$ cat src/rtl/fifo_stream_reader.sv
// Read-side master for the synchronous FIFO: pops words and presents them on a valid/ready
// stream through a 2-entry skid buffer. Define FIFO_STREAM_READER_LAST_EN to enable m_last.
module fifo_stream_reader #(
    parameter int DATA_W    = 8,
    parameter int BURST_LEN = 16
) (
    input  logic              clk,
    input  logic              reset_n,
    input  logic              en,
    input  logic              fifo_empty,
    input  logic [DATA_W-1:0] fifo_data,
    output logic              fifo_rd_en,
    output logic              m_valid,
    input  logic              m_ready,
    output logic [DATA_W-1:0] m_data,
    output logic              m_last,
    output logic              idle
);

    logic [1:0]        r_occ;
    logic              r_pend;
    logic              r_m_valid;
    logic [DATA_W-1:0] r_buf0;
    logic [DATA_W-1:0] r_buf1;

    logic              w_pop;
    logic [1:0]        w_held;
    logic [1:0]        w_occ_next;
    logic [DATA_W-1:0] w_buf0_next;
    logic [DATA_W-1:0] w_buf1_next;

    // Handshake: a word transfers on any cycle where m_valid and m_ready are both high;
    // m_valid/m_data never change while m_valid is high and m_ready is low.
    assign w_pop      = r_m_valid & m_ready;
    assign w_held     = r_occ - {1'b0, w_pop};
    assign w_occ_next = w_held + {1'b0, r_pend};
    // Counting the in-flight word guarantees it always has a free slot when it lands.
    assign fifo_rd_en = reset_n & en & ~fifo_empty & (w_occ_next < 2'd2);

    always_comb begin
        w_buf0_next = r_buf0;
        w_buf1_next = r_buf1;
        if (w_pop)
            w_buf0_next = r_buf1;
        if (r_pend) begin
            if (w_held == 2'd0)
                w_buf0_next = fifo_data;
            else
                w_buf1_next = fifo_data;
        end
    end

    always_ff @(posedge clk or negedge reset_n) begin
        if (!reset_n) begin
            r_occ     <= 2'd0;
            r_pend    <= 1'b0;
            r_m_valid <= 1'b0;
            r_buf0    <= '0;
            r_buf1    <= '0;
        end else begin
            r_occ     <= w_occ_next;
            r_pend    <= fifo_rd_en;
            r_m_valid <= (w_occ_next != 2'd0);
            r_buf0    <= w_buf0_next;
            r_buf1    <= w_buf1_next;
        end
    end

    assign m_valid = r_m_valid;
    assign m_data  = r_buf0;
    assign idle    = (r_occ == 2'd0) & ~r_pend;

`ifdef FIFO_STREAM_READER_LAST_EN
    localparam int CNT_W = $clog2(BURST_LEN);
    localparam logic [CNT_W-1:0] LAST_BEAT = CNT_W'(BURST_LEN - 1);

    logic [CNT_W-1:0] r_beat_cnt;

    always_ff @(posedge clk or negedge reset_n) begin
        if (!reset_n)
            r_beat_cnt <= '0;
        else if (w_pop)
            r_beat_cnt <= (r_beat_cnt == LAST_BEAT) ? '0 : r_beat_cnt + 1'b1;
    end

    assign m_last = r_m_valid & (r_beat_cnt == LAST_BEAT);
`else
    assign m_last = 1'b0;
`endif

endmodule

$ cat config.mk
export PLATFORM = sky130hd
export DESIGN_NAME = fifo_stream_reader
export DESIGN_NICKNAME = d
export VERILOG_FILES = /design/src/rtl/fifo_stream_reader.sv
export SDC_FILE = /design/constraint.sdc
export NUM_CORES = 1
export LEC_CHECK = 0
export CORE_MARGIN = 2
export CORE_UTILIZATION = 43
export CTS_BUF_LIST = sky130_fd_sc_hd__clkbuf_2 sky130_fd_sc_hd__clkbuf_4 sky130_fd_sc_hd__clkbuf_8
export CTS_CLUSTER_SIZE = 12
export DETAILED_ROUTE_END_ITERATION = 10
export PLACE_DENSITY = 0.76
export SLEW_MARGIN = 10
export SYNTH_ARGS = -nofsm -noshare
export SYNTH_HDL_FRONTEND = slang
export SYNTH_SLANG_ARGS = --single-unit
export TNS_END_PERCENT = 20
$ cat constraint.sdc
create_clock -name clk -period 2 [get_ports clk]
set_input_delay 0.3 -clock clk [delete_from_list [all_inputs] [get_ports clk]]
set_output_delay 0.3 -clock clk [all_outputs]
set_load 0.005 [all_outputs]
# Yosys cells after proc, flatten, opt, wreduce, memory -nomap -nowiden
# Index checks and enable logic that the tools add are counted.
word_totals:
  elab_cells: 23
  reg_bits: 20
  output_inout_bits: 12
  input_bits: 13
op_classes:
  reduce_logical: 4
  muxes: 3
  n_addsub: 2
  n_bitwise: 8
  magnitude_cmp: 1
ops:
  columns: ["op", "n"]
  rows:
  - ["$mux W8", 3]
  - ["$and A1 B1 Y1", 5]
  - ["$logic_not A2 Y1", 2]
  - ["$not A1 Y1", 3]
  - ["$add A2 B1 Y2", 1]
  - ["$lt A2 B2 Y1 const B", 1]
  - ["$reduce_and A2 Y1", 1]
  - ["$reduce_bool A2 Y1", 1]
  - ["$sub A2 B1 Y2", 1]

# Depth between registers and ports, before layout
# Gate-level depths: netlist of the first run.
depth:
  depth_word: 5
  ltp_mapped: 8

# Least setup slack after synthesis of the first run
# OpenSTA, ideal clock, no wires.
synth_path:
  path_type: "reg2out"
  startpoint: "reg r_m_valid, in the netlist m_valid"
  endpoint: "out fifo_rd_en"
  path_slack_ns: -0.043
  arrival_ns: 1.743
  required_time_ns: 1.700
  stages_incl_launch_ff: 9
  cell_sequence: "dfrtp_1 nand2_2 inv_1 ha_1 inv_2 ha_1 xnor2_1 xnor2_1 nor3_1"
synth_between:
  elab_chain_cells: 5
synth_rtl:
  columns: ["item", "line_no", "rtl"]
  rows:
  - ["start, declared", "22", "logic r_m_valid;"]
  - ["start signal, assigned", "63", "r_m_valid <= (w_occ_next != 2'd0);"]
  - ["$and A1 B1 Y1", "34", "assign w_pop = r_m_valid & m_ready;"]
  - ["$sub A2 B1 Y2", "35", "assign w_held = r_occ - {1'b0, w_pop};"]
  - ["$add A2 B1 Y2", "36", "assign w_occ_next = w_held + {1'b0, r_pend};"]
  - ["via w_occ_next[1]", "28", "logic [1:0] w_occ_next;"]
  - ["$lt A2 B2 Y1", "38", "assign fifo_rd_en = reset_n & en & ~fifo_empty & (w_occ_next < 2'd2);"]
  - ["$and A1 B1 Y1", "38", null]
  - ["end, declared", "12", "output logic fifo_rd_en,"]
# The timed path passes the listed nets, and every way through them passes these cells.

# Worst setup path in the final report of the first run
# Ends and elaborated chain as after synthesis.

==> results of run 1 <==
==> timing repair <==
item,4_1_cts,5_1_grt
pin swaps,5,0
gates resized for setup,17,2
buffers inserted,7,0
setup endpoints to repair,1,3
==> registers in the layout, indices dropped and copies added, names as in the netlist <==
| name | cells |
|---|---|
| m_data | 8 |
| r_buf1 | 8 |
| m_valid | 1 |
| r_occ | 2 |
| r_pend | 1 |
==> layout make-up <==
| type | count | area share (%) |
|---|---|---|
| Clock buffer | 4 | 2.710 |
| Inverter | 3 | 1.028 |
| Multi-Input combinational cell | 44 | 30.65 |
| Sequential cell | 20 | 37.38 |
| Tap cell | 27 | 2.523 |
| Timing Repair Buffer | 35 | 25.70 |
==> cells in the mapped netlist, drive strengths merged <==
cell	n	area (um^2)
a21oi	8	40.04
buf	2	18.77
conb	1	3.750
dfrtp	20	500.5
ha	2	25.02
inv	3	11.26
mux2	8	90.09
mux2i	8	80.08
nand2	2	10.01
nand3b	1	20.02
nor2	8	30.03
nor3	2	10.01
o21ai	1	16.27
or2	1	6.260
xnor2	2	17.52
==> worst max-delay path by stage <==
stage | from | endpoint | slack [ps] | cells past startpoint
3_5_place_dp | m_ready | fifo_rd_en | -760 | 10
6_report | m_valid$_DFF_PN0_ | fifo_rd_en | -210 | 9
3_3_place_gp | m_ready | fifo_rd_en | -730 | 10
5_1_grt | m_valid$_DFF_PN0_ | fifo_rd_en | -300 | 9
4_1_cts | m_valid$_DFF_PN0_ | fifo_rd_en | -190 | 9
2_1_floorplan | m_valid$_DFF_PN0_ | fifo_rd_en | 6 | 8
==> layout by cell type (no fill, tap or decap), types with 2 or more instances in the layout <==
cell type	instances
dfrtp_1	20
ha_4	2
buf_4	7
buf_6	4
clkbuf_4	3
a21oi_1	8
nor2_1	8
mux2_2	8
mux2i_1	8
clkdlybuf4s50_1	20
==> power by group <==
group | switching [mW] | leakage (nW) | total (mW) | internal (mW)
clock | 0.120 | 0.0210 | 0.231 | 0.111
combinational | 0.321 | 0.383 | 0.894 | 0.573
sequential | 0.117 | 0.241 | 0.718 | 0.600
total | 0.559 | 0.645 | 1.84 | 1.28
==> critical path, cell delays in order, from the launching register on <==
cell	delay (ps)
dfrtp_1	420
nand2_4	70
inv_2	40
ha_4	270
inv_4	40
ha_4	170
xnor2_4	140
xnor2_2	150
nor3_2	150
buf_2	150
==> cell families after synthesis <==
logic type,share of synthesized area [%]
flops,56.90
mux,19.35
simple gates,8.678
compound gates,6.402
buf+inv,3.414
fa+ha+maj,2.844
xor+xnor,1.992
other cells,0.4263
==> layer usage <==
layer  global-route usage [%]  share of wire, %  vias up
li1                         -                 -      308
met1                    21.08                39      303
met2                    29.95                57       11
met3                    2.454               3.7        2
met4                    7.143              0.72        0
met5                        0                 0        -
==> qor.txt, run 1 <==
Final Cycle Share = 110.3%
Initial Util = 45.30%
Vias in the first global route = 677
Congestion Overflow GR = 0
Layout cell share with drive strength beyond 1 = 33.96%
Util after Layout = 68.94%
Ys Warns = 0
Wirelength per Cell = 13.50 um
DIE AREA = 2423 um^2
Maximum vdd drop = 1012 uV
Root cell of the clock tree = clkbuf_4
# nets final = 122
Area delta synth->final = 52.20%
Dpl ws = -759.1 ps
Final max-slew violation count = 0
Final Instance Area = 1339 um^2
Tot Pwr = 1.843 mW
Synth Register Bits = 20
Site Rows = 16
RSZ-0062 raised after global routing = true
Die H = 49.23 um
Setup crit start kind = flip-flop
Max Clock Skew = 3.739 ps
Leakage = 0.6452 nW
R2r endpoint = r_pend$_DFF_PN0_
CTS buffer count = 3
Worst hold path type = in -> async
Storage cell area = 500.5 um^2
Net Count, Synth = 84
Mean Syn Cell Area = 12.75 um^2
Largest net degree at the start of global routing = 21
CP Data Required Time = 1700 ps
CTS tree = yes
Drt via density = 4.692
H-tree depth = 1
Hold Fails Final Rpt = 0
First DRT Iteration DRCs = 2
IO Pins = 25
Multi-input gate area = 410.4 um^2
Hold Slack = 370.4 ps
Failing checks = setup timing
Overall routing resource usage = 17.17%
Worst Path Class, Setup = reg -> out
Fmax = 0.4532 GHz
CTS clk-pin slew, worst paths = 110 ps
DRT Pass-1 Iters = 2
Final worst slack = -206.4 ps
Die X-Extent = 49.23 um
CTS Buffer Depth = 2
Reg-to-reg startpoint = m_valid$_DFF_PN0_
Dpl cells = 123
DP HPWL = 1153 um
Port Buf Inserts = 23
Routed vias = 624
Critical Path AT = 1910 ps
Crit path capture type = output port
Remaining antenna violation count = 0
Max_cap viols = 0
Sequential area share after synthesis = 56.90%
DP Area = 1187 um^2
Layout Cells excl Fill = 133
Clock latency at the later pin of the worst-skew pair = 290 ps
Placer Congestion = 0.6496
Core ar. = 1942 um^2
Final critical-path required period = 2206 ps
Hold buffer count at cts = 0
Setup TNS = -267.5 ps
Drc violations = 0
Global-route wire length before repair = 3125 um
Gate Count Post-Synth = 69
Routed Wire Length = 1795 um
Max FO, Critical Path = 2
Mapped Area = 879.6 um^2
# setup viols final = 2
Pwr dens = 1377 nW/um^2
Status = complete, but fails checks
Synth unique cells = 18
Initial antenna violation count = 0
ANT cells = 0
Fill cells = 149
Worst reg-to-reg setup slack = -60 ps
CTS Sinks = 20
Reg2reg path depth = 13
No activity file was read; power rests on OpenSTA's default activity.
==> run 2: changes to the inputs <==
--- a/config.mk
+++ b/config.mk
@@ -5,7 +5,6 @@
 export SDC_FILE = /design/constraint.sdc
 export NUM_CORES = 1
 export LEC_CHECK = 0
-export CORE_MARGIN = 2
 export CORE_UTILIZATION = 43
 export CTS_BUF_LIST = sky130_fd_sc_hd__clkbuf_2 sky130_fd_sc_hd__clkbuf_4 sky130_fd_sc_hd__clkbuf_8
 export CTS_CLUSTER_SIZE = 12
==> run 2 against run 1 <==
Effect of this change:
- the flow still finishes with violations (setup timing)
- routed wire length fell by 9.5%
- utilization rose by 1.2 points
- non-clock buffer count fell by 4
- combinational power fell by 2.7%
- fmax rose by 0.48%
- cell area fell by 4.7%
- sequential share of layout area rose by 1.8 points
- worst hold slack improved by 1.8 ps
- critical path type unchanged
- register-to-register slack improved by 220 ps
- final cell count fell by 4.5%
- sequential power barely moved
==> qor.txt, run 2 (synthesis gave the netlist of run 1 again) <==
Reg2reg path depth = 9
Max FO, Critical Path = 2
Fmax = 0.4554 GHz
ANT cells = 0
CTS buffer count = 3
Drc violations = 0
First DRT Iteration DRCs = 4
Clock latency at the later pin of the worst-skew pair = 290 ps
Fill cells = 146
Failing checks = setup timing
Core ar. = 1821 um^2
Int Pwr = 1.266 mW
Hold Fails Final Rpt = 0
Die H = 47.23 um
Reg-to-reg startpoint = m_valid$_DFF_PN0_
IO Pins = 25
Remaining antenna violation count = 0
R2r endpoint = m_valid$_DFF_PN0_
Critical path's slowest cell = dfrtp_1
Setup TNS = -196.0 ps
Site Rows = 15
Worst hold path type = in -> async
Global-route wire length before repair = 2594 um
Leakage = 0.5997 nW
Most frequent cells in the layout = clkdlybuf4s50_1, dfrtp_1
Switching share of total power = 30.16%
Initial Util = 48.32%
CP most frequent cell = ha_4
Drt via density = 4.858
Final Cycle Share = 109.8%
Max Clock Skew = 3.267 ps
Layout cell share with drive strength beyond 1 = 31.37%
CTS Sinks = 20
Most common cell after layout, fill and taps aside = clkdlybuf4s50_1
Final max-slew violation count = 0
CTS Buffer Depth = 2
Critical Path AT = 1900 ps
Pwr dens = 1421 nW/um^2
Final worst slack = -196.0 ps
Die X-Extent = 47.23 um
CTS clk-pin slew, worst paths = 110 ps
Vias in the first global route = 608
Status = complete, but fails checks
Initial antenna violation count = 0
Largest net degree at the start of global routing = 21
Psw = 0.5467 mW
DRT Pass-1 Iters = 4
Crit path capture type = output port
Placer Congestion = 0.6534
DP HPWL = 1113 um
Routed Wire Length = 1625 um
RSZ-0062 raised after global routing = true
Final critical-path required period = 2196 ps
Congestion Overflow GR = 0
CTS tree = yes
Root cell of the clock tree = clkbuf_4
Hold buffer count at cts = 0
Maximum vdd drop = 1001 uV
Util after Layout = 70.10%
CP Data Required Time = 1700 ps
Logic pwr share = 48.0%
DIE AREA = 2230 um^2
Wirelength per Cell = 12.80 um
Area delta synth->final = 45.09%
# nets final = 118
Overall routing resource usage = 17.27%
H-tree depth = 1
Worst stage delay on the critical path = 420 ps
Max_cap viols = 0
CP cell instances = nand2_4 > inv_2 > ha_4 > inv_4 > ha_4 > xnor2_4 > xnor2_2 > nor3_2 > buf_2
Part of the power in registers = 39.6%
Port Buf Inserts = 23
Worst Path Class, Setup = reg -> out
Clock power frac = 12.4%
Worst reg-to-reg setup slack = 160 ps
Routed vias = 617
# setup viols final = 1
Setup crit start kind = flip-flop
[run 2: cell count changes in the layout (fill, tap and decap cells not counted), sizes merged]
cell,before,now
buf,13,9
clkdlybuf4s50,20,21
dlymetal6s2s,1,0
[run 2: power groups by stage]
| stage | Clock (mW) | Combinational, mW | Sequential (mW) |
|---|---|---|---|
| floorplan | 0 | 0.371 | 0.716 |
| global placement | 0 | 0.706 | 0.714 |
| detailed placement | 0 | 0.726 | 0.725 |
| CTS | 0.233 | 0.870 | 0.719 |
| global route | 0.250 | 0.951 | 0.741 |
| finish | 0.225 | 0.870 | 0.718 |
[run 2: cell type report]
class                   instances  area [um^2]  share of cell area [%]
flip-flops and latches         20        500.5                   39.22
clock buffers                   4        36.28                   2.843
multi-input cells              44        410.4                   32.16
repair buffers                 31        284.0                   22.25
inverters                       3        13.76                   1.078
well taps                      25        31.28                   2.451
[run 2: repair_timing]
item	in CTS	in global routing
pin swaps	5	0
gates resized for setup	14	0
setup endpoints to repair	1	1
buffers inserted	3	0
[run 2: worst max-delay path by stage]
stage	startpoint	to	slack, ps	depth (start not counted)
2_1_floorplan	m_valid$_DFF_PN0_	fifo_rd_en	6	8
3_3_place_gp	m_ready	fifo_rd_en	-710	10
3_5_place_dp	m_ready	fifo_rd_en	-770	10
4_1_cts	m_valid$_DFF_PN0_	fifo_rd_en	-170	9
5_1_grt	m_valid$_DFF_PN0_	fifo_rd_en	-260	9
6_report	m_valid$_DFF_PN0_	fifo_rd_en	-200	9
[run 2: routing by layer]
layer	track usage, %	share of wire [%]	wire length (um)
met1	22.22	40	647
met2	28.49	53	856
met3	3.462	5.5	89
met4	6.857	1.9	31
met5	0	0	0
[run 2: through the flow]
step | cell area (um^2) | setup WS [ps] | power (mW) | std cells | hold slack, ps
CTS | 1276 | -168.0 | 1.823 | 127 | 369.4
detailed placement | 1165 | -774.2 | 1.451 | 120 | 492.2
global placement | 1165 | -714.6 | 1.420 | 120 | 486.5
floorplan | 884.6 | 6.109 | 1.087 | 69 | 4.409
finish | 1276 | -196.0 | 1.813 | 127 | 372.2
global route | 1276 | -263.2 | 1.942 | 127 | 373.3
[run 2: critical path, delay by kind of cell (launching register included)]
family	cells	cell delay [ps]
flops	1	420
xor+xnor	2	410
simple gates	2	140
fa+ha+maj	2	420
buf+inv	3	210
